--- src/rtl/fifo_wr_arbiter.sv ---
// Round-robin packet arbiter that shares one sync_fifo write port among NUM_REQ producers.
// Each written word is tagged with its source ID. The grant is held for one packet, up to MAX_BURST beats.
module fifo_wr_arbiter #(
   parameter int NUM_REQ    = 4,
   parameter int DATA_WIDTH = 32,
   parameter int ID_WIDTH   = 2,
   parameter int MAX_BURST  = 8
) (
   input  logic                           clk,
   input  logic                           rst_n,
   input  logic [NUM_REQ-1:0]             req_valid,
   input  logic [NUM_REQ*DATA_WIDTH-1:0]  req_data,
   input  logic [NUM_REQ-1:0]             req_last,
   output logic [NUM_REQ-1:0]             req_ready,
   output logic                           fifo_wr_en,
   output logic [ID_WIDTH+DATA_WIDTH-1:0] fifo_data_in,
   input  logic                           fifo_full,
   output logic [ID_WIDTH-1:0]            grant_id,
   output logic                           busy
);

   localparam int CNT_W = $clog2(MAX_BURST + 1);
   localparam logic [CNT_W-1:0] CNT_LAST = CNT_W'(MAX_BURST - 1);

   typedef enum logic {IDLE, BURST} state_e;

   state_e                state_q;
   logic [ID_WIDTH-1:0]   grant_id_q;
   logic [ID_WIDTH-1:0]   last_grant_q;
   logic [CNT_W-1:0]      beat_cnt_q;

   logic [ID_WIDTH-1:0]   arb_idx_d;
   logic                  arb_hit_d;
   int unsigned           arb_best;
   int unsigned           arb_dist;
   int unsigned           last_u;

   logic                  sel_valid;
   logic                  sel_last;
   logic [DATA_WIDTH-1:0] sel_data;
   logic                  in_burst;
   logic                  wr_fire;

   // The winner is the valid requester at the smallest rotational distance past last_grant.
   always_comb begin
      arb_hit_d = 1'b0;
      arb_idx_d = '0;
      arb_best  = NUM_REQ;
      arb_dist  = 0;
      last_u    = 32'(last_grant_q);
      for (int unsigned j = 0; j < NUM_REQ; j++) begin
         arb_dist = (j + NUM_REQ - 1 - last_u) % NUM_REQ;
         if (req_valid[j] && (arb_dist < arb_best)) begin
            arb_best  = arb_dist;
            arb_idx_d = ID_WIDTH'(j);
            arb_hit_d = 1'b1;
         end
      end
   end

   always_comb begin
      sel_valid = 1'b0;
      sel_last  = 1'b0;
      sel_data  = '0;
      req_ready = '0;
      for (int unsigned j = 0; j < NUM_REQ; j++) begin
         if (grant_id_q == ID_WIDTH'(j)) begin
            sel_valid    = req_valid[j];
            sel_last     = req_last[j];
            sel_data     = req_data[j*DATA_WIDTH +: DATA_WIDTH];
            req_ready[j] = in_burst && !fifo_full;
         end
      end
   end

   assign in_burst     = (state_q == BURST);
   assign wr_fire      = in_burst && sel_valid && !fifo_full;
   assign fifo_wr_en   = wr_fire;
   assign fifo_data_in = in_burst ? {grant_id_q, sel_data} : '0;
   assign grant_id     = grant_id_q;
   assign busy         = in_burst;

   always_ff @(posedge clk or negedge rst_n) begin
      if (!rst_n) begin
         state_q      <= IDLE;
         grant_id_q   <= '0;
         beat_cnt_q   <= '0;
         last_grant_q <= ID_WIDTH'(NUM_REQ - 1);
      end else begin
         case (state_q)
            IDLE: begin
               if (arb_hit_d) begin
                  grant_id_q <= arb_idx_d;
                  beat_cnt_q <= '0;
                  state_q    <= BURST;
               end
            end
            BURST: begin
               if (wr_fire) begin
                  // The count saturates at MAX_BURST because the burst always exits on that beat.
                  beat_cnt_q <= beat_cnt_q + 1'b1;
                  if (sel_last || (beat_cnt_q == CNT_LAST)) begin
                     state_q      <= IDLE;
                     last_grant_q <= grant_id_q;
                  end
               end
            end
            default: state_q <= IDLE;
         endcase
      end
   end

endmodule

--- config.mk ---
export PLATFORM = sky130hd
export DESIGN_NAME = fifo_wr_arbiter
export DESIGN_NICKNAME = d
export VERILOG_FILES = /design/src/rtl/fifo_wr_arbiter.sv
export SDC_FILE = /design/constraint.sdc
export NUM_CORES = 1
export LEC_CHECK = 0
export ABC_AREA = 1
export ABC_CLOCK_PERIOD_IN_PS = 8000
export CAP_MARGIN = 20
export CORE_MARGIN = 3
export CORE_UTILIZATION = 31
export DETAILED_ROUTE_END_ITERATION = 10
export GPL_ROUTABILITY_DRIVEN = 1
export PLACE_DENSITY = 0.88
export SYNTH_ARGS = -nofsm -noshare
export SYNTH_HDL_FRONTEND = slang
export SYNTH_SLANG_ARGS = --single-unit
--- constraint.sdc ---
create_clock -name clk -period 8 [get_ports clk]
set_input_delay 1.6 -clock clk [delete_from_list [all_inputs] [get_ports clk]]
set_output_delay 1.6 -clock clk [all_outputs]
set_load 0.01 [all_outputs]
# Word level (Yosys, flattened, before mapping)
# Index checks and enable logic that the tools add are counted.
# totals
reg_bits,9
latchBits,0
ram_bits,0
mem_bits_ro,0
output_inout_bits,42
word_cells,67
n_memories,0
# op_classes
addsub,5
multipliers,0
div_mod_pow,0
order_cmp,4
eq_ne,6
n_shift,0
n_mux,34
bitwise_logic,1
reduce_logical,13
# ops
operator,count
32-bit 2-to-1 mux,5
2-bit by 32-bit less-than comparator with 1-bit output,3
34-bit 2-to-1 mux,1
1-bit 2-to-1 mux,20
4-bit 2-to-1 mux,2
4-bit one-hot mux with 2 select lines,1
1-bit logical AND,7
3-bit 2-to-1 mux,2
"4-bit by 1-bit adder with 4-bit output, second input constant",1
"2-bit == test, second input constant",2
"4-bit by 3-bit == test with 1-bit output, second input constant",1
2-bit 2-to-1 mux,2
"2-bit != test, second input constant",2
2-bit AND reduction,2
"1-bit by 2-bit subtractor with 2-bit output, first input constant",2
"2-bit subtractor, first input constant",2
"2-bit by 3-bit less-than comparator with 1-bit output, second input constant",1
3-bit AND reduction,1
"2-bit by 1-bit == test with 1-bit output, second input constant",1
2-bit zero test,1
1-bit one-hot mux with 2 select lines,1
1-bit zero test,1
1-bit logical OR,1
1-bit NOT,1

# Depth between registers and ports, before layout
# logic_depth
depth_word,15
mapped_depth,22
depth_no_buf,22

# Least setup slack after synthesis
# OpenSTA, ideal clock, no wires.
# synth_timing
kind,in2reg
from,in req_valid[0]
to,"reg grant_id_q[1], in the netlist grant_id[1]"
setup_time_ns,0.077
t_arrival_ns,3.799
setup_slack_ns,4.124
cell_stages,21
n_path_buf,0
cell_sequence,inv_1 > or2_2 > ha_1 > nand2_1 > nand2_1 > nand2_1 > nand2_1 > o21ai_0 > ha_1 > nand2_1 > nand2_1 > nand2_1 > nand2_1 > nand2_1 > o21ai_0 > ha_1 > nand2_1 > nand2_1 > nand2_1 > nand2_1 > a21oi_1
# synth_via
elab_chain_len,12
# synth_lines
element,line_no,rtl
start: declaration,11,"input logic [NUM_REQ-1:0] req_valid,"
1-bit logical AND *,53,if (req_valid[j] && (arb_dist < arb_best)) begin
3-bit 2-to-1 mux,53,
2-bit by 32-bit less-than comparator with 1-bit output,53,
1-bit logical AND,53,
3-bit 2-to-1 mux,53,
2-bit by 32-bit less-than comparator with 1-bit output,53,
1-bit logical AND,53,
32-bit 2-to-1 mux,53,
2-bit by 32-bit less-than comparator with 1-bit output,53,
1-bit logical AND,53,
1-bit 2-to-1 mux,53,
2-bit AND reduction (no line),-,
end signal: assignment,93,grant_id_q <= arb_idx_d;
end: declaration,28,logic [ID_WIDTH-1:0] grant_id_q;
# Mark *: on every way between the ends. The rest lies on a longest branch, timed or not.
# A chain may end at the register's enable or synchronous reset.

# Final worst setup path
# layout_timing
from,"reg grant_id_q[1], in the netlist grant_id[1]"
to,out fifo_data_in[4]
# layout_via
elab_chain_len,6
# layout_lines
element,line_no,rtl
2-bit zero test,67,if (grant_id_q == ID_WIDTH'(j)) begin
32-bit 2-to-1 mux (3 in a row),67,
32-bit 2-to-1 mux *,67,
34-bit 2-to-1 mux *,79,"assign fifo_data_in = in_burst ? {grant_id_q, sel_data} : '0;"
end: declaration,16,"output logic [ID_WIDTH+DATA_WIDTH-1:0] fifo_data_in,"
# Marks and branches as above.

==> out/qor.yml <==
status:
  run_status: "finished, final reports clean"
cts:
  cts.repair.resized: 0
  cts_root_buffer: "clkbuf_8"
  tritoncts_num_sinks: 9
  cts_made_buffers: 3
  cts_htree_levels: 1
  cts.hold.buffers_added: 0
  post-cts-setup-buffer-count: 0
  cts_tree: "yes"
  clk_path_buf_depth: 2
  path_clk_slew_ns: 0.05
  worst_skew_pair.late_latency_ns: 0.23
worst_setup_path:
  top_delay_family_on_crit_path: "buffers and inverters"
  worst_path_max_delay_cell: "inv_2"
  critical_path.max_fanout: 38
  capturing_element_type_of_the_critical_path: "primary output"
  arrival_worst_endpoint_ns: 3.51
  critical-path-max-stage-delay_ns: 0.79
  critPathKind: "register to primary output"
  critical_path.startpoint_type: "register"
  critPathBufInv: 3
  path_cells: "nand2_1, inv_2, a221oi_1, nand2_1, o211ai_1, inv_1, clkdlybuf4s50_1"
  path_common_cell: "nand2_1"
  critPathRequiredTime_ns: 6.40
placement:
  hpwlAfterDp_mm: 6.438
  gpl.final_weighted_congestion: 0.9799
  place.port_buffers: 180
detailed_routing:
  antenna_left: 0
  detailed_route_vias_per_instance: 5.324
  1st_iter_drt_viols: 159
  drtPass1Iterations: 5
  finalWirelength_mm: 8.221
  drc_errors: 0
  vias: 2763
  route.detailed.wl_per_inst_um: 15.84
sta:
  timing.final.crit_share: 0.6384
  rsz0062_at_grt: "false"
  setup-tns-final_ns: 0
  final.hold.worst_slack_ns: 0.5046
  final-setup-viol-count: 0
  slew-limit-headroom: 0.3416
  tightest_slew_ns: 0.9852
  max_freq_mhz: 195.8
  finalClockSkew_ns: 0.005171
  final_hold_violating_endpoints: 0
  final_max_slew_viol_count: 0
  post-route-min-period_ns: 5.107
power_and_ir_drop:
  power.switching_fraction: 0.4905
  power_per_cell_area_nw_per_um2: 338.3
  net-switching-power_mw: 0.5810
  pwr-share-clk: 0.045
  part_of_the_total_power_dissipated_in_combinational_logic: 0.857
  max-vdd-ir-drop_uv: 206.2
  seqPwrFrac: 0.098
  leakage_nw: 1.489
  internal_power_mw: 0.6035
floorplan:
  rows: 26
  dieArea_sq_um: 6279
  dieHeight_um: 79.24
  core-area_sq_um: 5140
  num_io_pins: 181
  initial_utilization: 0.3235
  die_x_um: 79.24
global_routing:
  number_of_global_route_vias_before_repair: 2654
  overflow: 0
  antenna_found_initial: 0
  grt_first_pass_wirelength_mm: 12.41
  grt_util_all_layers: 0.2462
  largest_net_degree_at_the_start_of_global_routing: 39
run:
  max-cap-violations: 0
yosys:
  synth.net_count: 427
  count_of_flip_flops_with_a_built_in_enable_after_synthesis: 0
  post_synth_inst_count: 284
  yosysSeqAreaShare: 0.1369
  synthDominantCellAreaShare: 0.1287
  synthArstFlopShare: 1.000
  netlist_area_sq_um: 1663
  ys_ff_latch: 9
  synth.lib_cells_used.distinct: 31
  synthesis.yosys.warnings: 0
  avgSynthCellArea_sq_um: 5.855
  netlist_top_cells_area: "nand2_1, dfrtp_1, a221oi_1"
  most_frequent_cells_after_synthesis: "nand2_1, nor2_1, inv_1"
  synth_largest_area_cell: "nand2_1"
  ys.flop_type: "dfrtp_1"
  synth.most_common_cell: "nand2_1"
min_path:
  worst_hold_path_type: "register to register"
finish:
  final_net_count: 593
  syn_to_final_growth_pct: 110.5
  diodes: 0
  drive_gt1_frac: 0.03786
[layout by cell type, fill, tap and decap left out]
master / count
a221oi_1: 18
clkbuf_8: 3
o22ai_1: 3
o211ai_1: 19
a21oi_2: 1
dfstp_2: 2
clkdlybuf4s50_1: 180
nor2_2: 1
nand2_2: 3
a21oi_1: 16
or2_1: 1
inv_2: 5
nand2_1: 57
inv_1: 34
xor2_1: 1
o21a_1: 2
nand4_1: 2
inv_4: 1
nor2_1: 41
a22oi_1: 1
or2_2: 1
a211oi_1: 1
o21bai_1: 1
dfrtp_1: 7
o21ai_1: 3
nand3_1: 15
o221ai_1: 13
ha_1: 4
o21ai_0: 12
clkbuf_1: 1
[kinds of logic after synthesis]
group,synth area share
DFF,0.1369
xor gates and xnor gates,0.005268
buffers and inverters,0.1497
adders and majority gates,0.03010
AOI/OAI and AO/OA,0.3815
and+or+nand+nor,0.2965
[through the flow]
stage / power [mW] / utilization / instances / cell area, sq um / worst slack (ns)
after CTS: 1.190 / 0.6811 / 519 / 3501 / 2.836
after global placement: 1.110 / 0.6723 / 515 / 3456 / 3.148
final: 1.185 / 0.6811 / 519 / 3501 / 2.893
after global routing: 1.296 / 0.6811 / 519 / 3501 / 2.543
after detailed placement: 1.133 / 0.6723 / 515 / 3456 / 3.112
after floorplan: 0.6687 / - / 284 / 1663 / 4.124
[power groups by stage]
stage / Sequential (mW) / Combinational (mW) / Clock, mW
finish: 0.116 / 1.02 / 0.0534
global route: 0.121 / 1.12 / 0.0557
CTS: 0.116 / 1.02 / 0.0537
detailed placement: 0.116 / 1.02 / 0
global placement: 0.116 / 0.994 / 0
floorplan: 0.0896 / 0.579 / 0
[worst paths after layout]
check | startpoint | endpoint | slack [ns] | cells past startpoint
setup reg to reg | last_grant_q[1] | grant_id[1] | 4.93 | 20
min in group asynchronous | rst_n | beat_cnt_q[3] | 1.67 | 1
hold / removal | beat_cnt_q[0] | beat_cnt_q[0] | 0.50 | 1
max in group asynchronous | rst_n | last_grant_q[0] | 5.99 | 1
setup / recovery | grant_id[1] | fifo_data_in[4] | 2.89 | 7
hold reg to reg | beat_cnt_q[0] | beat_cnt_q[0] | 0.50 | 1
[registers in the layout, indices dropped and copies added (netlist names)]
register	flops
beat_cnt_q	4
last_grant_q	2
grant_id	2
busy	1
[area by class of cell]
class,count,area (sq um)
sequential,9,227.7
tap,70,87.58
clock buffer,4,45.04
multi-input combinational,216,1186
fill,469,1639
timing repair buffer,180,1802
inverter,40,152.6
[metal layers]
layer	track usage	wire [um]	vias up
met5	0	0	-
met4	0.07904	201	0
met3	0.07937	980	23
met2	0.4545	3998	169
met1	0.2627	3040	1247
li1	-	-	1324
Note: power is estimated with default switching activity, not from simulation.
